`src/rtl/counter_sched_pkg.sv`:
```
// Shared types and helpers for the counter scheduler: FSM state encoding,
// default sizing and the round-robin requester pick.
package counter_sched_pkg;

    localparam int DEF_NREQ  = 4;
    localparam int DEF_WIDTH = 8;

    typedef enum logic [1:0] {
        IDLE  = 2'd0,
        CLEAR = 2'd1,
        RUN   = 2'd2,
        DONE  = 2'd3
    } state_t;

    typedef struct packed {
        logic       valid;
        logic [2:0] idx;
    } pick_t;

    // First asserted request searching upward from ptr+1, modulo n (n <= 8).
    function automatic pick_t rr_pick(input logic [7:0] req, input logic [2:0] ptr, input int n);
        pick_t r;
        int    k;
        r.valid = 1'b0;
        r.idx   = 3'd0;
        for (int i = 1; i <= 8; i++) begin
            k = (int'(ptr) + i) % n;
            if (i <= n && !r.valid && req[k]) begin
                r.valid = 1'b1;
                r.idx   = 3'(k);
            end
        end
        return r;
    endfunction

endpackage

```
`src/rtl/counter_sched_counter.sv`:
```
// Shared up-counter datapath; clear has priority over enable.
module sched_counter #(
    parameter int WIDTH = 8
) (
    input  logic             clk,
    input  logic             reset,
    input  logic             clr,
    input  logic             en,
    output logic [WIDTH-1:0] count
);

    always_ff @(posedge clk or posedge reset) begin
        if (reset) begin
            count <= '0;
        end else if (clr) begin
            count <= '0;
        end else if (en) begin
            count <= count + WIDTH'(1);
        end
    end

endmodule

```
`src/rtl/counter_sched.sv`:
```
// Round-robin arbiter lending one shared up-counter to NREQ requesters,
// each counting from zero to its own limit latched at grant time.
module counter_sched
    import counter_sched_pkg::*;
#(
    parameter int NREQ  = DEF_NREQ,
    parameter int WIDTH = DEF_WIDTH
) (
    input  logic                  clk,
    input  logic                  reset,
    input  logic [NREQ-1:0]       req,
    input  logic [NREQ*WIDTH-1:0] limit,
    output logic [NREQ-1:0]       grant,
    output logic [2:0]            owner,
    output logic [WIDTH-1:0]      count,
    output logic                  busy,
    output logic [NREQ-1:0]       done,
    output logic [NREQ-1:0]       aborted
);

    state_t           state_reg, state_next;
    logic [2:0]       ptr_reg, ptr_next;
    logic [WIDTH-1:0] lim_reg, lim_next;
    logic [NREQ-1:0]  grant_reg, grant_next;
    logic [2:0]       owner_reg, owner_next;
    logic [NREQ-1:0]  done_reg, done_next;
    logic [NREQ-1:0]  aborted_reg, aborted_next;
    logic             busy_reg, busy_next;
    logic [7:0]       req_ext;
    logic             owner_req;
    logic             clr, en;
    pick_t            pick;

    sched_counter #(.WIDTH(WIDTH)) u_counter (
        .clk   (clk),
        .reset (reset),
        .clr   (clr),
        .en    (en),
        .count (count)
    );

    always_ff @(posedge clk or posedge reset) begin
        if (reset) begin
            state_reg   <= IDLE;
            ptr_reg     <= 3'(NREQ - 1);
            lim_reg     <= '0;
            grant_reg   <= '0;
            owner_reg   <= '0;
            done_reg    <= '0;
            aborted_reg <= '0;
            busy_reg    <= 1'b0;
        end else begin
            state_reg   <= state_next;
            ptr_reg     <= ptr_next;
            lim_reg     <= lim_next;
            grant_reg   <= grant_next;
            owner_reg   <= owner_next;
            done_reg    <= done_next;
            aborted_reg <= aborted_next;
            busy_reg    <= busy_next;
        end
    end

    always_comb begin
        req_ext             = '0;
        req_ext[NREQ-1:0]   = req;
        owner_req           = req_ext[owner_reg];
        pick                = rr_pick(req_ext, ptr_reg, NREQ);
        state_next          = state_reg;
        ptr_next            = ptr_reg;
        lim_next            = lim_reg;
        grant_next          = grant_reg;
        owner_next          = owner_reg;
        done_next           = '0;
        aborted_next        = '0;
        clr                 = 1'b0;
        en                  = 1'b0;
        case (state_reg)
            IDLE: begin
                if (pick.valid) begin
                    state_next = CLEAR;
                    lim_next   = limit[int'(pick.idx)*WIDTH +: WIDTH];
                    grant_next = NREQ'(1) << pick.idx;
                    owner_next = pick.idx;
                end
            end
            CLEAR, RUN: begin
                // A dropped owner request cancels the run and freezes the counter.
                if (!owner_req) begin
                    state_next   = IDLE;
                    aborted_next = grant_reg;
                    ptr_next     = owner_reg;
                    grant_next   = '0;
                    owner_next   = '0;
                end else if (state_reg == CLEAR) begin
                    clr        = 1'b1;
                    state_next = RUN;
                end else if (count == lim_reg) begin
                    state_next = DONE;
                    done_next  = grant_reg;
                end else begin
                    en = 1'b1;
                end
            end
            DONE: begin
                state_next = IDLE;
                ptr_next   = owner_reg;
                grant_next = '0;
                owner_next = '0;
            end
            default: state_next = IDLE;
        endcase
        busy_next = (state_next != IDLE);
    end

    assign grant   = grant_reg;
    assign owner   = owner_reg;
    assign done    = done_reg;
    assign aborted = aborted_reg;
    assign busy    = busy_reg;

endmodule

```
`config.mk`:
```
export PLATFORM = sky130hd
export DESIGN_NAME = counter_sched
export DESIGN_NICKNAME = d
export VERILOG_FILES = /design/src/rtl/counter_sched_pkg.sv /design/src/rtl/counter_sched_counter.sv /design/src/rtl/counter_sched.sv
export SDC_FILE = /design/constraint.sdc
export NUM_CORES = 1
export LEC_CHECK = 0
export ABC_CLOCK_PERIOD_IN_PS = 3300
export BUFFER_PORTS_ARGS = -buffer_cell sky130_fd_sc_hd__buf_2
export CORE_MARGIN = 2
export CORE_UTILIZATION = 55
export CTS_CLUSTER_SIZE = 14
export DETAILED_ROUTE_END_ITERATION = 8
export PLACE_DENSITY = 0.85
export RECOVER_POWER = 25
export SYNTH_ARGS = -nofsm -noshare
export SYNTH_HDL_FRONTEND = slang
export SYNTH_HIERARCHICAL = 1
export SYNTH_SLANG_ARGS = --single-unit
```
`constraint.sdc`:
```
create_clock -name clk -period 3.3 [get_ports clk]
set_input_delay 0.825 -clock clk [delete_from_list [all_inputs] [get_ports clk]]
set_output_delay 0.825 -clock clk [all_outputs]
set_load 0.005 [all_outputs]
```
==> results, run 1 <==
- For this design, the slowest cell found on the critical path is sky130_fd_sc_hd__nor3_4.
- The starting utilization of the core area is 58.9%.
- Summing every instance area after synthesis gives 2010 um2.
- The residual antenna-violating net count after detailed routing is 0.
- The final global-route overflow total is 0.
- The detailed router finished its first iteration with 91 violations.
- Headroom to the max-slew limit came out at 33.7%.
- The number of filler cells placed in the layout is around 290.
- The number of logic stages on the critical path including buffering is 6.
- The number of cells on the worst reg-to-reg path is 5.
- In this run the core area contains 21 standard-cell rows.
- The type of the worst setup path is in -> reg.
- Cells with a size suffix above 1 make up 31.4% of the layout.
- The worst setup path is captured at a flop.
- The fraction of the cycle the final worst path needs is 71.7%.
- The required time of the critical path is 3.52 ns.
- The number of nets handed over by synthesis was 238.
- Post-CTS timing repair inserted 0 buffers for setup.
- In the final routing, the length of wire on met1 measures 1.92 mm.
- After detailed routing, the number of remaining DRC violations is 0.
- The clock drives 35 sinks.
- The overall global routing resource usage is 21.9%.
- The number of enable flip-flop cells after synthesis is 0.
- The number of nets in the finished design is 296.
- Setup slack on the worst reg-to-reg path comes out at between 1 and 1.5 ns.
- TritonCTS built the clock tree.
- Counting every instance in the synthesized netlist gives 196.
- On the critical path the largest part of the delay comes from simple AND/OR/NAND/NOR gates.
- The arrival time at the worst endpoint is 2.59 ns.
- The maximum number of pins on one net before global-route repair is 28.
- Averaged over all synthesized cells, the footprint is about 10 um2.
- Summing the sequential cell areas from Yosys gives between 40% and 50% of the chip area.
- The hold-fix buffer count after cts is 0.
- After routing, the total negative slack on setup checks comes to 0 ns.
- The type of origin of the critical path is an input pin.
- The worst voltage drop across the vdd grid is about 0.00037 V.
- For this block, the routed nets add up to 4.13 mm of wire.
- The signal on the critical path passes through buf_2 -> nor2b_4 -> o21a_1 -> nor3_4 -> mux2_1 -> a221o_1.
- Setup repair after global routing left no endpoint under its margin.
- The area added between synthesis and finish is 19.0%.
- The final count of hold timing violations is 0.
- After detailed routing, the met2 layer carries about 1.9 mm of wire.
- The flop and latch count out of synthesis is 35.
- In this run the vertical extent of the chip is approximately 64 um.
- The delay of the slowest cell on the worst path is 0.48 ns.
- The total power divided by cell area is 739 nW/um2.
- The routed via count divided by cell count is 5.59.
- The static leakage is 1.17 nW.
- The highest clock frequency the design can meet is 422 MHz.
- The core region area is 3420 um2.
- The die outline area is between 4000 and 5000 um2.
- The number of iterations in the first detailed-routing pass is 4.
- The CTS buffer count is 5.
- The congestion estimate from routability-driven global placement came to 0.794.
- The cell at the root of the clock tree is sky130_fd_sc_hd__clkbuf_4.
- For the pin with the worst max-slew slack, the measured transition is between 0.9 and 1 ns.
- The H-tree was split into 2 levels.
- The total number of yosys warnings is 6.
- The biggest fanout along the worst timing path is 10.
- The maximum number of buffers from clock root to sink is 2.
- The reported max-cap violation count is 0.
- The total of endpoints with negative setup slack in the final report is 0.
- The netlist uses 44 different library cells.
- For the final database, setup skew stands at 0.00944 ns.
- The clock transition at the registers of the reported paths is roughly 0.1 ns.
- The design draws 1.77 mW.
- The die width is 64.5 um.
- The insertion delay of the later-clocked pin in the worst-skew pair is 0.33 ns.
- Detailed placement finished with a half-perimeter wire length of ~3.2 mm.
- The most common cell after layout, fill and taps aside is sky130_fd_sc_hd__buf_2.
- Pin placement for this block handled between 60 and 70 I/O pins.
- The number of global-route vias before repair is approximately 1.5k.
- The final max-slew violation count came to 0.
- The routed length per placed instance is 13.7 um.
- The number of gates resized after cts is 0.
- The final route contains between 1.5k and 2k vias.
- Input and output buffers added on the ports amount to 60.
- The dominant register cell in the synthesized netlist is sky130_fd_sc_hd__dfrtp_1.
- After detailed routing, no signal wire sits above met4.
- Counting both buffers and inverters, the worst setup path holds a total of 1.
- The path class of the tightest hold or removal check is in -> async.
- The first global-routing pass estimated 6.97 mm of wire.
- The shortest clock period the worst path allows after layout is 2.37 ns.
- Detailed routing placed a total of 232 um of wire on met3.
- The initial antenna violation count was 0.
- The async set-or-reset flop fraction in the synthesized netlist is 100%.
- The number of antenna diodes in the final layout is 0.
- The top cell types in the final layout, fill and taps aside, are 60 x sky130_fd_sc_hd__buf_2, 33 x sky130_fd_sc_hd__dfrtp_1, 15 x sky130_fd_sc_hd__nand2_1.
- The flow ran to the end, and the final reports show no timing, DRC or antenna violations.
-- report_power, final --
part,internal [mW],total (mW),switching [mW],leakage (nW)
logic,0.370,0.795,0.425,0.670
clock network,0.125,0.261,0.135,0.0386
registers,0.573,0.712,0.138,0.456
-- synthesized netlist by cell type, types with 3 or more instances --
| cell | count | area [um2] |
|---|---|---|
| sky130_fd_sc_hd__o31ai_1 | 12 | 90.1 |
| sky130_fd_sc_hd__dfrtp_1 | 33 | 826 |
| sky130_fd_sc_hd__o21ai_0 | 7 | 35.0 |
| sky130_fd_sc_hd__inv_1 | 4 | 15.0 |
| sky130_fd_sc_hd__o21a_1 | 3 | 22.5 |
| sky130_fd_sc_hd__nand4_1 | 10 | 62.6 |
| sky130_fd_sc_hd__a21oi_1 | 6 | 30.0 |
| sky130_fd_sc_hd__nor4_1 | 3 | 18.8 |
| sky130_fd_sc_hd__a221o_1 | 8 | 80.1 |
| sky130_fd_sc_hd__buf_4 | 3 | 22.5 |
| sky130_fd_sc_hd__nor2_1 | 11 | 41.3 |
| sky130_fd_sc_hd__clkbuf_1 | 5 | 18.8 |
| sky130_fd_sc_hd__or3_1 | 3 | 18.8 |
| sky130_fd_sc_hd__a21boi_0 | 8 | 60.1 |
| sky130_fd_sc_hd__xor2_1 | 11 | 96.3 |
| sky130_fd_sc_hd__ha_1 | 4 | 50.1 |
| sky130_fd_sc_hd__nand3_1 | 3 | 15.0 |
| sky130_fd_sc_hd__mux2_1 | 8 | 90.1 |
| sky130_fd_sc_hd__nand2_1 | 15 | 56.3 |
| sky130_fd_sc_hd__and2_1 | 8 | 50.1 |
-- worst register-to-register path: cells and delay by family (launching register included) --
kind            cells  cell delay, ns
compound gates      2            0.61
flops               1            0.58
simple gates        2            0.53
mux                 1            0.38
-- stage by stage --
step	hold slack (ns)	cells	area, um2	setup slack, ns	util (%)
final	0.417	301	2390	0.933	70.1
after global routing	0.431	301	2390	0.809	70.1
after floorplan	0.500	196	2010	0.742	-
after global placement	0.506	293	2320	0.634	68.1
after detailed placement	0.511	293	2320	0.582	68.1
after CTS	0.421	301	2390	0.930	70.1
-- cells by family (layout without fill, tap and decap cells) --
| group | count (synthesis) | count (layout) | share of synthesized area [%] |
|---|---|---|---|
| AOI/OAI and AO/OA | 54 | 54 | 20.4 |
| buffers and inverters | 14 | 73 | 3.30 |
| muxes | 12 | 12 | 7.22 |
| other | 1 | 1 | 0.187 |
| xor gates and xnor gates | 12 | 12 | 5.23 |
| adders and majority gates | 4 | 4 | 2.49 |
| DFF | 35 | 35 | 43.7 |
| and+or+nand+nor | 64 | 64 | 17.5 |
-- final timing paths --
check | endpoint | from
worst max-delay path | lim_reg[4] | req[3]
worst min-delay path | u_counter/count[2] | reset
worst max register to register | lim_reg[4] | ptr_reg[0]
worst min register to register | grant[0] | grant[0]
max in group asynchronous | done[1] | reset
min in group clk | grant[0] | grant[0]
-- final cells by class --
cell class                 count  area, um2  share of cell area [%]
clock buffer                   8       68.8                    2.88
sequential                    35        878                    36.7
multi-input combinational    147       1070                    44.5
timing repair buffer          61        308                    12.9
tap                           46       57.6                    2.40
inverter                       4       15.0                   0.627
-- per-layer routing --
layer	up-vias	global-route usage, %
met5	-	0
met4	0	7.18
met3	4	4.69
met2	52	35.0
met1	781	30.0
li1	845	-
Power figures use the tool's default switching activity.
==> run 2, diff against run 1 <==
--- a/config.mk
+++ b/config.mk
@@ -5,13 +5,14 @@
 export SDC_FILE = /design/constraint.sdc
 export NUM_CORES = 1
 export LEC_CHECK = 0
-export ABC_CLOCK_PERIOD_IN_PS = 3300
+export ABC_AREA = 1
+export ABC_CLOCK_PERIOD_IN_PS = 2400
 export BUFFER_PORTS_ARGS = -buffer_cell sky130_fd_sc_hd__buf_2
 export CORE_MARGIN = 2
-export CORE_UTILIZATION = 55
+export CORE_UTILIZATION = 54
 export CTS_CLUSTER_SIZE = 14
 export DETAILED_ROUTE_END_ITERATION = 8
-export PLACE_DENSITY = 0.85
+export PLACE_DENSITY = 0.8
 export RECOVER_POWER = 25
 export SYNTH_ARGS = -nofsm -noshare
 export SYNTH_HDL_FRONTEND = slang
==> constraint.sdc (replaced) <==
create_clock -name clk -period 2.4 [get_ports clk]
set_input_delay 0.6 -clock clk [delete_from_list [all_inputs] [get_ports clk]]
set_output_delay 0.6 -clock clk [all_outputs]
set_load 0.005 [all_outputs]
==> results, run 2 <==
- The highest signal layer in the routed design is met4.
- The summed negative setup slack over all endpoints is 0 ns.
- The highest clock frequency the design can meet is 465 MHz.
- The weighted congestion reported at the end of routability-driven placement is 0.872.
- The most common cell in the netlist is sky130_fd_sc_hd__nand2_1.
- The post-synthesis average cell area is ~7.4 um2.
- The floorplan step set the die height to 73.6 um.
- The worst flop-to-flop path endpoint is lim_reg[3].
- The number of filler cells placed in the layout is 410.
- Cells with a size suffix above 1 make up 32.2% of the layout.
- The clock transition at the registers of the reported paths is 0.07 ns.
- After routing the design area is 3110 um2.
- Setup repair after global routing left no endpoint under its margin.
- Max-cap violations in this run came to 0.
- The worst voltage drop across the vdd grid is 0.000607 V.
- The first global-routing pass estimated approximately 8.9 mm of wire.
- The H-tree was split into 2 levels.
- The final layout contains 466 nets.
- Across every metal layer, demand over resource in global routing totals 20.8%.
- Sorting the synthesized cells by area gives the leading types as sky130_fd_sc_hd__dfrtp_1 32%, sky130_fd_sc_hd__nand2_1 13%, sky130_fd_sc_hd__inv_1 9.5%.
- The critical path is of the reg -> reg type.
- By instance count, the cell type seen most on the critical path is sky130_fd_sc_hd__nand2_1.
- The die is 73.6 um wide.
- The final max-slew violation count is 0.
- The DRC violation count after routing is 0.
- The worst pin sits at a relative slew slack of 59.8%.
- The number of global-route vias before repair was 2109.
- The element type at the critical path end is a flop.
- Sorting the synthesized cells by how often they occur yields 94 x sky130_fd_sc_hd__nand2_1, 66 x sky130_fd_sc_hd__inv_1, 33 x sky130_fd_sc_hd__dfrtp_1.
- The number of antenna diodes is 0.
- In this run the worst hold path is classified as in -> async.
- The aggregate routed wire length is 5.23 mm.
- The signal on the critical path passes through inv_6 -> nand2_1 -> nand2_2 -> nand2_2 -> nand2_4 -> nor2_4 -> nand3_2 -> nand3_4 -> buf_4 -> nand2_1 -> nand3_1 -> nand2_1 -> nand2_1 -> nand2_1.
- The insertion delay of the later-clocked pin in the worst-skew pair is 0.29 ns.
- The synthesized netlist cell count is 356.
- The worst register-to-register path begins at ptr_reg[0].
- The initial antenna violation count is 0.
- The slew of the pin with the lowest slew margin is 0.602 ns.
- The sequential area share after synthesis is about a third.
- The cell family contributing the most delay on the critical path is simple AND/OR/NAND/NOR gates.
- The worst path in the final design needs a cycle of 2.15 ns, including I/O delays and setup.
- Data on the critical path is required at its endpoint by roughly 2.6 ns.
- The number of placed I/O pins is 62.
- Relative to the synthesized area, the layout overhead comes to 18.9%.
- The buffering stage count on the worst path with inverters included is 2.
- The static leakage is about 1.8 nW.
- The floorplan step defined a core boundary enclosing 4690 um2.
- The library cell used most frequently in the layout, excluding fill and tap cells, is sky130_fd_sc_hd__nand2_1.
- For this design, the sink count on the clock tree is 35.
- The routed length per placed instance is between 10 and 15 um.
- The mapped cell area is 2620 um2.
- The run finished with clean final reports.
- The final count of hold timing violations came to 0.
- The number of gates resized after cts is 0.
- The die covers ~5400 um2.
- When the netlist entered floorplanning its net count stood at approximately 400.
- The leading area contributor after synthesis is sky130_fd_sc_hd__dfrtp_1.
- The routed via count divided by cell count is 4.95.
- The maximum number of buffers from clock root to sink is 2.
- The number of enable flip-flop cells after synthesis is 0.
- The number of cells traversed by the worst register-to-register path is 14.
- Dividing the final minimum period by the clock period gives 89.5%.
- The total half-perimeter wirelength after legalization and detailed placement is 4.12 mm.
- The total number of placement rows is 25.
- The tree is rooted in a sky130_fd_sc_hd__clkbuf_8.
- The number of input and output port buffers inserted is 60.
- In the layout the commonest cells are 94 x sky130_fd_sc_hd__nand2_1, 66 x sky130_fd_sc_hd__inv_1, 59 x sky130_fd_sc_hd__buf_2.
- On the final layout, the worst clock skew is 0.00521 ns.
- For this run, the detailed router's first-pass iteration total came to 4.
- The TritonCTS clock tree is built.
- Of all flip-flops after synthesis, the portion carrying an async set or reset was 100%.
- The type of origin of the critical path is a flop.
- In this run, CTS created clock tree buffers numbering 5.
- The delay of the slowest cell on the worst path is 0.68 ns.
- Entering global routing, the biggest net connects 20 pins.
- For this run, the leading register cell type out of synthesis is sky130_fd_sc_hd__dfrtp_1.
- The initial utilization of the core area, before any placement, comes to 55.8%.
- For this block, the initial DRC count from the detailed router was 121.
- The biggest fanout along the worst timing path is 10.
- The netlist uses 37 different library cells.
- The sum of met2 wire segment lengths after detailed routing is approximately 2.4 mm.
- The detailed router placed 2372 vias in this run.
- Global routing finished with a remaining overflow of 0.
- The synthesized design devotes to its leading area cell type between 30% and 40% of total area.
- The flop and latch count out of synthesis is 35.
- Setup violations remaining at the end of the flow were counted as 0.
- Summed over all nets, wire length on met3 after detailed routing comes to 221 um.
- Data arrives at the worst endpoint at approximately 2.3 ns.
- The met1 wire length is 2.49 mm.
- For this run, the number of Yosys warnings is 6.
- The total power divided by cell area is roughly 1300 nW/um2.
- Once layout is complete, the utilization of the core stands at between 60% and 70%.
- The standard cell with the maximum stage delay on the critical path is sky130_fd_sc_hd__dfstp_2.
- The worst register-to-register path has a setup slack of 0.25 ns.
- Once placement finished, the instance area stood at 2930 um2.
- The residual antenna-violating net count after detailed routing is 0.
run 2: worst max path at each step:
stage               slack [ns]               start  cells past startpoint            endpoint
global placement          0.23              req[3]                     13          lim_reg[3]
finish                    0.25          ptr_reg[0]                     14          lim_reg[3]
floorplan                 0.55  u_counter/count[0]                     12  u_counter/count[6]
CTS                       0.18          ptr_reg[0]                     14          lim_reg[3]
detailed placement        0.17              req[3]                     13          lim_reg[3]
global route              0.05          ptr_reg[0]                     12          lim_reg[2]
run 2: cells by family (layout without fill, tap and decap cells):
kind of cell / after synthesis / after routing / synth area share [%]
AND/OR/NAND/NOR: 208 / 208 / 43.6
adder cells (fa/ha/maj): 4 / 4 / 1.91
other: 1 / 1 / 0.143
XOR/XNOR: 5 / 5 / 1.67
AO/OA/AOI/OAI: 22 / 22 / 5.31
flip-flops: 35 / 35 / 33.6
buffers and inverters: 81 / 150 / 13.8
run 2: where the power goes:
group          switching (mW)  total, mW  internal (mW)
Sequential              0.183      0.978          0.795
Combinational            1.59       2.57          0.985
Clock                   0.212      0.626          0.414
Total                    1.98       4.18           2.19
run 2: area by class of cell:
cell class | instances | area, um2 | share of cell area, %
repair buffers | 69 | 367 | 11.8
well taps | 54 | 67.6 | 2.17
clock inverters | 3 | 67.6 | 2.17
flip-flops and latches | 35 | 878 | 28.2
clock buffers | 5 | 68.8 | 2.21
multi-input cells | 240 | 1380 | 44.3
inverters | 73 | 284 | 9.13
run 2: stage by stage:
stage | instances | power (mW) | hold slack [ns] | setup slack [ns]
5_1_grt | 479 | 4.57 | 0.287 | 0.0533
6_report | 479 | 4.18 | 0.243 | 0.251
2_1_floorplan | 356 | 3.02 | 0.416 | 0.545
3_3_place_gp | 465 | 3.33 | 0.468 | 0.228
4_1_cts | 473 | 4.04 | 0.255 | 0.178
3_5_place_dp | 465 | 3.39 | 0.488 | 0.167
run 2: metal layers:
metal | global-route usage [%] | up-vias
met3 | 2.74 | 8
met5 | 0 | -
met4 | 9.49 | 0
met1 | 27.3 | 1061
li1 | - | 1241
met2 | 34.0 | 62
run 2: timing repair:
action / 4_1_cts / 5_1_grt
setup buffers: 0 / 6
hold buffers: 0 / 0
endpoints found under the setup margin: 0 / 8
==> run 3, diff against run 2 <==
--- a/config.mk
+++ b/config.mk
@@ -6,13 +6,12 @@
 export NUM_CORES = 1
 export LEC_CHECK = 0
 export ABC_AREA = 1
-export ABC_CLOCK_PERIOD_IN_PS = 2400
 export BUFFER_PORTS_ARGS = -buffer_cell sky130_fd_sc_hd__buf_2
 export CORE_MARGIN = 2
-export CORE_UTILIZATION = 54
+export CORE_UTILIZATION = 39
 export CTS_CLUSTER_SIZE = 14
 export DETAILED_ROUTE_END_ITERATION = 8
-export PLACE_DENSITY = 0.8
+export PLACE_DENSITY = 0.61
 export RECOVER_POWER = 25
 export SYNTH_ARGS = -nofsm -noshare
 export SYNTH_HDL_FRONTEND = slang
==> results, run 3 (synthesis results as in run 2) <==
- The run finished with clean final reports.
- The buffering stage count on the worst path with inverters included is 2.
- The detailed router's first-iteration violation count is 82.
- The number of standard cells in the layout, taps in and fillers out is between 500 and 600.
- The library cells used most frequently in the layout, excluding fill and tap cells, are 94 x sky130_fd_sc_hd__nand2_1, 66 x sky130_fd_sc_hd__inv_1, 60 x sky130_fd_sc_hd__buf_2.
- The area added between synthesis and finish is 20.2%.
- The final count of hold timing violations is 0.
- The initial antenna violation count is 0.
- The type of the worst setup path is reg -> reg.
- The fraction of the cycle the final worst path needs is a little under 90%.
- The part of the total power dissipated in sequential elements is 23.5%.
- The type of origin of the critical path is a flop.
- The final layout contains routed wiring with a total length of 5.61 mm.
- The post-placement setup slack is 0.178 ns.
- The overall power consumption is 4.14 mW.
- For this configuration, the core starts out at a cell density of 40.8%.
- The weighted congestion reported at the end of routability-driven placement is around 0.87.
- For this run, design rule violations remaining after detail routing come to 0.
- At the pin with the least slew margin, the transition time is 0.631 ns.
- The final global-route overflow total is 0.
- For this run, global-route usage on met3 was measured as 2.69%.
- The number of placed I/O pins is 62.
- The worst slew margin relative to its limit is 57.9%.
- The region available for standard cell placement spans 6420 um2.
- The post-route netlist has 32.9% of its cells at a drive strength greater than 1.
- Hold timing on the final database bottoms out at a slack of ~0.26 ns.
- The power share of the combinational group is around 63%.
- Setup repair after global routing left no endpoint under its margin.
- The reported max-cap violation count is 0.
- Static timing analysis puts the maximum clock frequency at 468 MHz.
- Summing all placed instances gives a cell area of a little under 3000 um2.
- The analysis attributes to net switching a power of 1.98 mW.
- The shortest clock period the worst path allows after layout is around 2.1 ns.
- CTS built an H-tree with a depth of 2.
- The count of nets left with antenna violations once routing finished came out at 0.
- The CTS buffer count is 5.
- The internal power of the cells totals 2.16 mW.
- The number of nets in the finished design is 469.
- Global routing used 16.3% of the available tracks across all layers.
- The maximum number of pins on one net before global-route repair is 20.
- 0 antenna diodes ended up in the layout.
- The tree is rooted in a sky130_fd_sc_hd__clkbuf_8.
- The final max-slew violation count is 0.
- The worst-case setup margin in the final layout is 0.265 ns.
- In this run the vertical extent of the chip is 85.9 um.
- The number of global-route vias before repair was 2289.
- The library cell used most frequently in the layout, excluding fill and tap cells, is sky130_fd_sc_hd__nand2_1.
- For the worst setup path, the data required time is 2.58 ns.
- On the worst path, the slowest cell contributes a delay of 0.68 ns.
- The routing usage on met1 is 22.2%.
- Clock-pin slew was measured on the worst setup and hold paths at 0.07 ns.
- Once layout is complete, the utilization of the core stands at 49.0%.
- Along the worst path, the maximum fanout reaches 12.
- The analysis attributes to cell leakage a power of 1.83 nW.
- The number of cells in the design after placement is 490.
- The die covers roughly 7400 um2.
- TritonCTS built the clock tree.
- Using the TritonRoute via totals, the vias-per-cell ratio works out to 4.69.
- The path class of the tightest hold or removal check is in -> async.
- The arrival time at the worst endpoint is around 2.3 ns.
- The floorplan has 29 rows.
- The first global-routing pass estimated 9.92 mm of wire.
- The finished cells cover 3150 um2.
- The switching share of power is 47.9%.
- In this run the power density over the cells is around 1300 nW/um2.
- The die width is between 80 and 90 um.
- The summed negative setup slack over all endpoints is 0 ns.
- The clock passes through at most 2 buffers.
- The number of filler cells placed in the layout is ~640.
- Dividing the detail-routed wire length by the instance count gives 11.1 um.
- Before antenna repair, the detailed router went through 4 iterations.
- The element type at the critical path end is a flop.
- The global routing stage identified its most utilized layer as met2.
- The total half-perimeter wirelength after legalization and detailed placement is approximately 4.4 mm.
- The later pin in the worst-skew pair is clocked with a latency of 0.29 ns.
- The worst voltage drop across the vdd grid is around 0.00048 V.
- The clock network fraction of total power is 13.2%.
- The met2 capacity usage during global routing is 26.0%.
- Among cell families on the critical path, the largest total delay comes from simple AND/OR/NAND/NOR gates.
- The final route contains 2367 vias.
- The largest individual stage delay along the critical path comes from the cell sky130_fd_sc_hd__dfstp_2.
- The total of endpoints with negative setup slack in the final report is 0.
- Walking the worst path, the cells encountered are inv_6 -> nand2_1 -> nand2_2 -> nand2_2 -> nand2_4 -> nor2_4 -> nand3_2 -> nand3_4 -> buf_4 -> nand2_1 -> nand3_1 -> nand2_1 -> nand2_1 -> nand2_1.
- Gates resized during post-CTS repair numbered 0.
- The cell occurring most often along the worst timing path is sky130_fd_sc_hd__nand2_1.
- The number of input and output port buffers inserted is 60.
- The worst-case clock skew is between 0.004 and 0.005 ns.
- The clock net sink count is 35.
run 3: changes by cell type in the layout (fill, tap and decap cells not counted), sizes merged:
cell      delta
buf          +4
bufinv       -1
clkinv       +1
clkinvlp     -1
run 3: final timing paths:
check | from | cells after the start | slack [ns] | end
max | ptr_reg[0] | 14 | 0.26 | lim_reg[7]
min | reset | 2 | 0.26 | u_counter/count[6]
max reg2reg | ptr_reg[0] | 14 | 0.26 | lim_reg[7]
min reg2reg | lim_reg[6] | 2 | 0.49 | lim_reg[6]
max in group asynchronous | reset | 3 | 1.41 | busy
min in group clk | lim_reg[6] | 2 | 0.49 | lim_reg[6]
run 3: final cells by class:
cell class / instances / area [um2] / share of cell area (%)
clock inverter: 2 / 35.0 / 1.11
clock buffer: 6 / 82.6 / 2.63
sequential: 35 / 878 / 27.9
inverter: 73 / 284 / 9.03
tap: 77 / 96.3 / 3.06
multi-input combinational: 240 / 1380 / 43.8
timing repair buffer: 72 / 390 / 12.4
run 3: layer usage:
| layer | up-vias | wire length (um) |
|---|---|---|
| met4 | 0 | 76 |
| met1 | 1049 | 2740 |
| met5 | - | 0 |
| li1 | 1245 | - |
| met2 | 67 | 2490 |
| met3 | 6 | 303 |
run 3: power groups by stage:
stage | registers, mW | clock network (mW) | logic, mW
floorplan | 0.947 | 0 | 2.08
global placement | 0.981 | 0 | 2.43
detailed placement | 0.982 | 0 | 2.46
CTS | 0.974 | 0.561 | 2.47
global route | 1.00 | 0.593 | 2.99
finish | 0.973 | 0.548 | 2.62
run 3: timing repair:
action | in CTS | in global routing
hold buffers | 0 | 0
setup buffers | 0 | 7
setup endpoints to repair | 0 | 5
run 3: worst reg2reg max path, cell delays in order, from the launching register on:
cell	delay (ns)
sky130_fd_sc_hd__dfstp_2	0.68
sky130_fd_sc_hd__inv_6	0.09
sky130_fd_sc_hd__nand2_1	0.08
sky130_fd_sc_hd__nand2_2	0.06
sky130_fd_sc_hd__nand2_2	0.11
sky130_fd_sc_hd__nand2_4	0.09
sky130_fd_sc_hd__nor2_4	0.09
sky130_fd_sc_hd__nand3_2	0.18
sky130_fd_sc_hd__nand3_4	0.22
sky130_fd_sc_hd__buf_4	0.18
sky130_fd_sc_hd__nand2_1	0.05
sky130_fd_sc_hd__nand3_1	0.06
sky130_fd_sc_hd__nand2_1	0.06
sky130_fd_sc_hd__nand2_1	0.05
sky130_fd_sc_hd__nand2_1	0.05
